`config.mk`:
```
export PLATFORM = sky130hd
export DESIGN_NAME = mem_initiator
export DESIGN_NICKNAME = d
export VERILOG_FILES = /design/src/rtl/mem_init_pkg.sv /design/src/rtl/mem_initiator.sv
export SDC_FILE = /design/constraint.sdc
export NUM_CORES = 1
export LEC_CHECK = 0
export BUFFER_PORTS_ARGS = -buffer_cell sky130_fd_sc_hd__buf_2
export CORE_MARGIN = 3
export CORE_UTILIZATION = 41
export CTS_CLUSTER_SIZE = 28
export DETAILED_ROUTE_END_ITERATION = 6
export PLACE_DENSITY = 0.75
export SLEW_MARGIN = 15
export SYNTH_ARGS = -nofsm -noshare
export SYNTH_HDL_FRONTEND = slang
export SYNTH_SLANG_ARGS = --single-unit
```
`constraint.sdc`:
```
create_clock -name clk -period 2.1 [get_ports clk]
set_input_delay 0 -clock clk [delete_from_list [all_inputs] [get_ports clk]]
set_output_delay 0 -clock clk [all_outputs]
set_load 0.03 [all_outputs]
```
`src/rtl/mem_init_pkg.sv`:
```
// Shared constants for the burst memory initiator.
// Holds default widths and the FSM state encoding.
package mem_init_pkg;

  localparam int MI_ADDR_W = 4;
  localparam int MI_DATA_W = 8;
  localparam int MI_LEN_W  = 4;

  typedef logic [1:0] state_t;

  localparam state_t ST_IDLE     = 2'd0;
  localparam state_t ST_WRITE    = 2'd1;
  localparam state_t ST_RD_ISSUE = 2'd2;
  localparam state_t ST_RD_WAIT  = 2'd3;

endpackage

```
`src/rtl/mem_initiator.sv`:
```
// Burst initiator driving a registered-output 16x8 memory.
// Ports: clk/reset, cmd_* command, wd_* write beats,
// rd_* read beats, done pulse, mem_* memory port.
module mem_initiator
  import mem_init_pkg::*;
#(
  parameter int ADDR_W = MI_ADDR_W,
  parameter int DATA_W = MI_DATA_W,
  parameter int LEN_W  = MI_LEN_W
) (
  input  logic              clk,
  input  logic              reset,
  input  logic              cmd_valid,
  output logic              cmd_ready,
  input  logic              cmd_write,
  input  logic [ADDR_W-1:0] cmd_addr,
  input  logic [LEN_W-1:0]  cmd_len,
  input  logic              wd_valid,
  input  logic [DATA_W-1:0] wd_data,
  output logic              wd_ready,
  output logic              rd_valid,
  output logic [DATA_W-1:0] rd_data,
  input  logic              rd_ready,
  output logic              done,
  output logic [ADDR_W-1:0] mem_addr,
  output logic [DATA_W-1:0] mem_din,
  output logic              mem_wr,
  output logic              mem_rd,
  input  logic [DATA_W-1:0] mem_dout
);

  state_t             state_q, state_d;
  logic [ADDR_W-1:0]  addr_q, addr_d;
  logic [LEN_W-1:0]   beats_q, beats_d;
  logic               done_q, done_d;

  always_comb begin
    state_d = state_q;
    addr_d  = addr_q;
    beats_d = beats_q;
    done_d  = 1'b0;
    unique case (state_q)
      ST_IDLE: begin
        if (cmd_valid) begin
          addr_d  = cmd_addr;
          beats_d = cmd_len;
          state_d = cmd_write ? ST_WRITE : ST_RD_ISSUE;
        end
      end
      ST_WRITE: begin
        if (wd_valid) begin
          if (beats_q == '0) begin
            state_d = ST_IDLE;
            done_d  = 1'b1;
          end else begin
            addr_d  = addr_q + 1'b1;
            beats_d = beats_q - 1'b1;
          end
        end
      end
      ST_RD_ISSUE: begin
        state_d = ST_RD_WAIT;
      end
      ST_RD_WAIT: begin
        if (rd_ready) begin
          if (beats_q == '0) begin
            state_d = ST_IDLE;
            done_d  = 1'b1;
          end else begin
            addr_d  = addr_q + 1'b1;
            beats_d = beats_q - 1'b1;
            state_d = ST_RD_ISSUE;
          end
        end
      end
      default: state_d = ST_IDLE;
    endcase
  end

  always_ff @(posedge clk or negedge reset) begin
    if (!reset) begin
      state_q <= ST_IDLE;
      addr_q  <= '0;
      beats_q <= '0;
      done_q  <= 1'b0;
    end else begin
      state_q <= state_d;
      addr_q  <= addr_d;
      beats_q <= beats_d;
      done_q  <= done_d;
    end
  end

  // mem_rd drops in RD_WAIT so the memory holds dout
  // for as long as the reader backpressures.
  assign cmd_ready = (state_q == ST_IDLE);
  assign wd_ready  = (state_q == ST_WRITE);
  assign mem_wr    = (state_q == ST_WRITE) && wd_valid;
  assign mem_rd    = (state_q == ST_RD_ISSUE);
  assign rd_valid  = (state_q == ST_RD_WAIT);
  assign rd_data   = mem_dout;
  assign mem_din   = wd_data;
  assign mem_addr  = addr_q;
  assign done      = done_q;

endmodule

```
==> metrics.yaml, run 1 <==
syn_area_um2: 837
dp_hpwl_um: 1350
grt_use_met3_pct: 7.58
r2r_start: "beats_q[0]"
synth-seq-cells: 11
antenna_left: 0
cts_tree: "built"
ys_seq_area_share_pct: 32.9
syn_area_per_cell_um2: 9.96
ctsRootBufferMaster: "clkbuf_4"
synth_cell_type_count: 28
synthXorXnorAreaFrac_pct: 0
cp_cell_sequence: "inv_1, ha_1, nor3b_4, o31ai_4, or2_1, a41oi_2"
crit_type: "reg2reg"
timing.fmax_ghz: 0.521
port-buffer-count: 23
cp-start-kind: "register"
cts_buffers: 3
startpoint: "beats_q[0]"
clk_latency_ns: 0.27
ys_warn_count: 0
cp_data_required_time_ns: 2.23
yosysMostFrequentCell: "buf_4"
drt_iter0_markers: 19
finalClockSkew_ns: 0.00372
cpMaxStageDelayCell: "dfrtp_1"
hold_start: "mem_dout[4]"
routed_wl_um: 1810
start_util_pct: 46.0
grt_pass1_vias: 686
place_congestion: 0.767
synthAdderAreaFrac_pct: 2.99
fin_cells: 120
critPathMaxStageDelay_ns: 0.38
synth_edf_count: 0
fp-row-count: 15
drv_slew: 0
p_leak_nw: 0.408
crit_path_end: "beats_q[2]"
powerDensity_mw_per_mm2: 1780
worst_r2r_path_depth: 6
min_period_ns: 1.92
synth.top_cells.by_area: "dfrtp_1 (33%), buf_4 (14%), a41oi_2 (7.8%)"
min_period_over_period_pct: 91.3
die_x_um: 51.2
utilization_pct: 48.7
grt_usage_pct: 15.2
synthCells: 84
firstDrtPassIters: 4
synth_fp_nets: 116
vias: 681
tightest_slew_ns: 0.400
synth_mux_area_share_pct: 2.54
dieHeight_um: 51.2
grt_max_degree: 12
grt.busiest_layer: "met2"
hp-class: "in2out"
ys.flop_type: "dfrtp_1"
r2r_end: "beats_q[2]"
dieArea_mm2: 0.00262
synth-simple-area-share_pct: 13.2
synth_top_area_share_pct: 32.9
yosysTopAreaCell: "dfrtp_1"
dp_cells: 114
antennaDiodeCount: 0
io_pins: 56
relSlewSlack_pct: 73.3
yosys-top-cells-count: "buf_4 (16), dfrtp_1 (11), nor2_1 (6)"
status: "finished clean"
numClockSinks: 11
dpl_worst_slack_ns: 0.157
hold_viol: 0
async_flop_share_pct: 100
tns_ns: 0
synth_top_family_by_area: "compound AO/OA/AOI/OAI gates"
htree_levels: 1
area_growth_pct: 5.83
drive_gt1_share_pct: 42.1
via_per_inst: 5.68
grt_util_met1_pct: 15.2
drcViolationCount: 0
path_clk_slew_ns: 0.06
synth_compound_area_share_pct: 26.9
rsz0062_at_grt: "no"
post_drt_wl_per_cell_um: 15.1
nets: 128
reg2reg_slack_ns: 0.18
cts.path.max_buffers: 2
worstPathArrival_ns: 2.05
core-area_mm2: 0.00182
setup_viol: 0
worst_slack_ns: 0.182
antenna_found_initial: 0
ir_drop_uv: 672
maxCapViolations: 0
post_cts_buffers: 0
crit_fanout: 9
grt_util_met2_pct: 25.8
grt_pass1_wl_um: 2910
grt-ovfl-total: 0
endpoint_kind: "register"
cell type report:
cell class                 count  area, µm²
fill                         178        935
clock buffer                   4       26.3
multi-input combinational     49        388
inverter                       4       15.0
sequential                    11        275
timing repair buffer          27        150
tap                           25       31.3
placed cells by master, fill, tap and decap left out, types with 3 or more instances in the layout:
cell      instances
inv_1             3
nand2_1           4
clkbuf_4          3
a41oi_2           4
o32a_2            4
o31ai_1           4
a21oi_1           3
nor2_1            6
o21ai_0           4
nor3_1            3
dfrtp_1          11
buf_2            23
power breakdown:
group	internal (mW)	switching [mW]	total [mW]
sequential	0.317	0.118	0.434
clock	0.0737	0.0712	0.145
combinational	0.395	0.604	0.999
total	0.785	0.792	1.58
metrics by stage:
step                power [mW]  hold WS, ns  instance area, µm²
floorplan                 1.28       -0.296                 837
global placement          1.38       -0.115                 833
detailed placement        1.41       -0.116                 833
CTS                       1.57     0.000205                 880
global route              1.71    0.0000434                 886
finish                    1.58    0.0000132                 886
timing repair:
item,4_1_cts,5_1_grt
endpoints found under the hold margin,12,0
resized for setup,0,1
endpoints found under the setup margin,0,2
hold buffers,2,0
critical path: cells and delay by family, from the launching register on:
kind,cells,cell delay (ns)
and+or+nand+nor,2,0.56
buffers and inverters,1,0.07
DFF,1,0.38
AOI/OAI and AO/OA,2,0.53
adders and majority gates,1,0.24
registers in the layout, summed over array words and instances, names as in the netlist:
signal    cells
beats_q       4
mem_addr      4
state_q       2
done          1
worst min-delay path by stage:
stage | endpoint | slack (ns) | cells past startpoint
3_5_place_dp | mem_addr[2] | -0.12 | 1
3_3_place_gp | mem_addr[3] | -0.12 | 1
6_report | rd_data[4] | 0.00001 | 0
4_1_cts | mem_din[4] | 0.0002 | 0
2_1_floorplan | beats_q[0] | -0.30 | 0
5_1_grt | rd_data[4] | 0.00004 | 0
kinds of logic (layout without fill, tap and decap cells):
logic type      Yosys count  after routing
compound gates           24             24
buf+inv                  24             35
simple gates             21             21
flops                    11             11
fa+ha+maj                 2              2
mux                       2              2
per-layer routing:
metal	part of all wire [%]	vias up	wire length, µm
met5	0	-	0
met4	3.7	0	66
met3	10	18	181
met2	47	35	844
met1	40	314	715
li1	-	314	-
(Power assumes the default switching activity.)
==> run 2: changes to the inputs <==
--- a/config.mk
+++ b/config.mk
@@ -6,11 +6,12 @@
 export NUM_CORES = 1
 export LEC_CHECK = 0
 export BUFFER_PORTS_ARGS = -buffer_cell sky130_fd_sc_hd__buf_2
-export CORE_MARGIN = 3
-export CORE_UTILIZATION = 41
+export CORE_UTILIZATION = 43
+export CTS_BUF_LIST = sky130_fd_sc_hd__clkbuf_8
 export CTS_CLUSTER_SIZE = 28
 export DETAILED_ROUTE_END_ITERATION = 6
-export PLACE_DENSITY = 0.75
+export HOLD_SLACK_MARGIN = 0.02
+export PLACE_DENSITY = 0.78
 export SLEW_MARGIN = 15
 export SYNTH_ARGS = -nofsm -noshare
 export SYNTH_HDL_FRONTEND = slang
==> run 2 against run 1 <==
Against the previous run:
- count of clock-buffer cells in the layout down 1
- sequential power up 1%
- setup slack worse by 0.033 ns
- power up 5.8%
- global-route usage up 3.3 points
- first-iteration DRC count down 53%
- final cell count up 14%
- critical path depth unchanged
- sequential cell count unchanged
- design area up 20%
- die area down 19%
- routed wire length down 0.28%
- largest power group unchanged
==> metrics.yaml, run 2 (synthesis gave the netlist of run 1 again) <==
antenna_left: 0
grt_pass1_wl_um: 2770
mostFrequentLayoutCell: "buf_2"
hold_viol: 0
hp-class: "in2reg"
area_growth_pct: 27.4
drt-met1-wl_um: 776
worst_slack_ns: 0.148
firstDrtPassIters: 4
min_period_over_period_pct: 92.9
core-area_mm2: 0.00178
hold_depth: 3
clk_latency_ns: 0.23
routed_wl_um: 1800
min_period_ns: 1.95
hold_start: "cmd_len[0]"
nets: 145
antenna_found_initial: 0
dieArea_mm2: 0.00213
ir_drop_uv: 763
powerDensity_mw_per_mm2: 1570
port-buffer-count: 23
setup_viol: 0
crit_type: "reg2reg"
drcViolationCount: 0
cts_tree: "built"
top_layer: "met4"
antennaDiodeCount: 0
timing.fmax_ghz: 0.512
dp_hpwl_um: 1250
drv_slew: 0
post_drt_wl_per_cell_um: 13.2
tns_ns: 0
endpoint_kind: "register"
cp_data_required_time_ns: 2.25
fillers: 150
worst_r2r_path_depth: 6
relSlewSlack_pct: 72.7
hold_path_end: "beats_q[0]"
fin_cells: 137
cts_buffers: 3
post_cts.resized_instances: 0
p_leak_nw: 0.490
r2r_start: "beats_q[0]"
cp-start-kind: "register"
worstPathArrival_ns: 2.10
r2r_end: "beats_q[2]"
drt_iter0_markers: 9
path_clk_slew_ns: 0.05
vias: 712
wl_met2_um: 874
wl_met3_um: 132
ctsRootBufferMaster: "clkbuf_8"
grt_usage_pct: 18.5
via_per_inst: 5.20
place_congestion: 0.783
tightest_slew_ns: 0.408
io_pins: 56
crit_fanout: 9
grt_pass1_vias: 645
drive_gt1_share_pct: 36.6
fp-row-count: 15
reg2reg_slack_ns: 0.15
status: "finished clean"
htree_levels: 1
dp_cells: 115
dieHeight_um: 46.1
post_cts_buffers: 0
grt_max_degree: 14
maxCapViolations: 0
finalClockSkew_ns: 0.00180
final_cell_mix: "buf_2 (23), dlygate4sd3_1 (18), dfrtp_1 (11), nor2_1 (6)"
grt-ovfl-total: 0
start_util_pct: 46.9
die_x_um: 46.1
rsz0062_at_grt: "no"
dpl_worst_slack_ns: 0.203
numClockSinks: 11
hold-worst-slack_ns: 0.0517
cts.path.max_buffers: 2
## run 2: metal layers
layer,global-route usage [%],vias up
li1,-,346
met1,22.7,324
met2,32.4,40
met3,1.18,2
met4,8.82,0
met5,0,-
## run 2: how the worst max path moves through the flow
stage / slack (ns) / from / depth (start not counted) / to
after floorplan: 0.40 / beats_q[0] / 7 / beats_q[2]
after global placement: 0.29 / beats_q[0] / 6 / beats_q[2]
after detailed placement: 0.20 / beats_q[0] / 6 / beats_q[2]
after CTS: 0.14 / beats_q[0] / 6 / beats_q[2]
after global routing: 0.009 / beats_q[0] / 6 / beats_q[0]
final: 0.15 / beats_q[0] / 6 / beats_q[2]
## run 2: critical path, stage by stage (launching register included)
cell     delay (ns)
dfrtp_1        0.40
inv_1          0.08
ha_1           0.19
nor3b_2        0.39
nor2_2         0.18
or2_1          0.39
a41oi_2        0.24
## run 2: timing repair
action / 4_1_cts / 5_1_grt
hold endpoints to repair: 28 / 0
endpoints found under the setup margin: 0 / 0
hold buffers: 18 / 0
## run 2: through the flow
step | area (µm²) | power [mW] | utilization (%)
after floorplan | 837 | 1.28 | -
final | 1070 | 1.67 | 59.8
after detailed placement | 841 | 1.40 | 47.2
after global routing | 1070 | 1.79 | 59.8
after global placement | 841 | 1.37 | 47.2
after CTS | 1070 | 1.67 | 59.8
## run 2: final cells by class
class | count | area, µm² | share of cell area (%)
inverter | 4 | 15.0 | 1.41
multi-input combinational | 49 | 382 | 35.8
clock inverter | 1 | 3.75 | 0.352
timing repair buffer | 44 | 318 | 29.8
clock buffer | 3 | 41.3 | 3.87
tap | 25 | 31.3 | 2.93
sequential | 11 | 275 | 25.8
## run 2: power by group
part / leakage, nW / internal (mW) / switching, mW / total [mW]
Clock: 0.0269 / 0.128 / 0.0751 / 0.203
Combinational: 0.330 / 0.410 / 0.617 / 1.03
Sequential: 0.132 / 0.317 / 0.122 / 0.439
Total: 0.490 / 0.855 / 0.815 / 1.67
==> run 3: changes to the inputs <==
==> constraint.sdc (replaced) <==
create_clock -name clk -period 2.1 [get_ports clk]
set_input_delay 0.42 -clock clk [delete_from_list [all_inputs] [get_ports clk]]
set_output_delay 0.42 -clock clk [all_outputs]
set_load 0.03 [all_outputs]
==> run 3 against run 2 <==
Against the previous run:
- design area fell by 16%
- register-to-register slack is essentially flat
- global-route usage is 0.65 points lower
- largest cell class unchanged
- largest power group unchanged
- highest routed layer unchanged
==> metrics.yaml, run 3 (synthesis gave the netlist of run 1 again) <==
status: "finished clean"
antennaDiodeCount: 0
crit_type: "reg2reg"
drt_iter0_markers: 14
swShare_pct: 48.3
place_congestion: 0.783
fp-row-count: 15
dieHeight_um: 46.1
tightest_slew_ns: 0.410
grt_pass1_wl_um: 2680
numClockSinks: 11
cp-start-kind: "register"
routed_wl_um: 1690
tns_ns: 0
setup_viol: 0
hold-worst-slack_ns: 0.0471
nets: 127
cp_num_buf_inv: 1
antenna_found_initial: 0
via_per_inst: 5.36
finalClockSkew_ns: 0.000660
critPathMaxStageDelay_ns: 0.40
maxCapViolations: 0
min_period_over_period_pct: 92.9
p_sw_mw: 0.781
design_area_um2: 891
final_cell_mix: "buf_2 (23), dfrtp_1 (10), nor2_1 (6)"
io_pins: 56
cts_buffers: 3
endpoint_kind: "register"
p_int_mw: 0.836
firstDrtPassIters: 4
min_period_ns: 1.95
ir_drop_uv: 799
drv_slew: 0
p_leak_nw: 0.412
cts.path.max_buffers: 2
fin_cells: 119
relSlewSlack_pct: 72.5
grt-ovfl-total: 0
die_x_um: 46.1
crit_fanout: 9
hp-class: "in2async"
timing.fmax_ghz: 0.512
post_drt_wl_per_cell_um: 14.2
dp_hpwl_um: 1250
cpMaxStageDelayCell: "dfrtp_1"
fillers: 171
critPathTopFamily: "simple AND/OR/NAND/NOR gates"
antenna_left: 0
start_util_pct: 46.9
grt_max_degree: 14
rsz0062_at_grt: "no"
pwr-share-clk_pct: 12.5
placed_area_um2: 841
seq_area_um2: 277
drive_gt1_share_pct: 45.7
post_cts_buffers: 0
path_clk_slew_ns: 0.05
grt_usage_pct: 17.8
mostFrequentLayoutCell: "buf_2"
grt_pass1_vias: 606
utilization_pct: 50.0
vias: 638
clk_latency_ns: 0.23
combPwrFrac_pct: 59.9
dp_cells: 115
postCtsHoldBufs: 0
hold_viol: 0
drcViolationCount: 0
dieArea_mm2: 0.00213
cts_tree: "built"
htree_levels: 1
cp_cell_sequence: "inv_1, ha_1, nor3b_2, nor2_2, or2_1, a41oi_2"
port-buffer-count: 23
ctsRootBufferMaster: "clkbuf_8"
area_growth_pct: 6.43
seqPwrFrac_pct: 27.6
core-area_mm2: 0.00178
worstPathArrival_ns: 2.10
powerDensity_mw_per_mm2: 1810
cp_data_required_time_ns: 2.25
multi_input_area_um2: 382
-- run 3: changes by cell type in the layout (fill, tap and decap cells not counted), sizes merged --
cell | before | now
clkinvlp | 0 | 1
clkinv | 1 | 0
dlygate4sd3 | 18 | 0
-- run 3: worst paths after layout --
check                                  from  slack [ns]  cells after the start          end
max in group asynchronous             reset        1.83                      1   state_q[0]
worst max-delay path             beats_q[0]        0.15                      6   beats_q[2]
min in group clk                  cmd_write        0.39                      2   state_q[1]
worst min-delay path                  reset        0.05                      1   state_q[1]
worst max register to register   beats_q[0]        0.15                      6   beats_q[2]
worst min register to register  mem_addr[3]        0.56                      1  mem_addr[3]
-- run 3: what timing repair did --
item                                    4_1_cts  5_1_grt
endpoints found under the setup margin        0        2
hold endpoints to repair                      0        0
gates resized for setup                       0        2
-- run 3: worst register-to-register path, delay by kind of cell (launching register included) --
kind            cells  cell delay, ns
simple gates        3            0.96
compound gates      1            0.24
fa+ha+maj           1            0.19
buf+inv             1            0.08
flops               1            0.40
-- run 3: per-layer routing --
layer | up-vias | share of wire (%) | track usage, %
li1 | 308 | - | -
met1 | 291 | 43 | 21.4
met2 | 33 | 48 | 30.1
met3 | 6 | 7.2 | 1.57
met4 | 0 | 1.8 | 11.2
met5 | - | 0 | 0
-- run 3: final cells by class --
| cell class | instances | share of cell area [%] |
|---|---|---|
| Clock buffer | 3 | 4.63 |
| Clock inverter | 1 | 0.421 |
| Inverter | 4 | 2.11 |
| Multi-Input combinational cell | 49 | 42.8 |
| Sequential cell | 11 | 31.0 |
| Tap cell | 25 | 3.51 |
| Timing Repair Buffer | 26 | 15.4 |
-- run 3: stage by stage --
stage | power [mW] | setup WS (ns)
6_report | 1.62 | 0.148
5_1_grt | 1.74 | 0.00941
4_1_cts | 1.61 | 0.113
3_5_place_dp | 1.40 | 0.203
3_3_place_gp | 1.37 | 0.286
2_1_floorplan | 1.28 | 0.397
-- run 3: power by group through the flow --
| stage | clock network [mW] | registers (mW) | logic (mW) |
|---|---|---|---|
| 5_1_grt | 0.217 | 0.464 | 1.06 |
| 2_1_floorplan | 0 | 0.488 | 0.793 |
| 3_5_place_dp | 0 | 0.439 | 0.962 |
| 3_3_place_gp | 0 | 0.434 | 0.940 |
| 4_1_cts | 0.207 | 0.437 | 0.968 |
| 6_report | 0.202 | 0.446 | 0.969 |
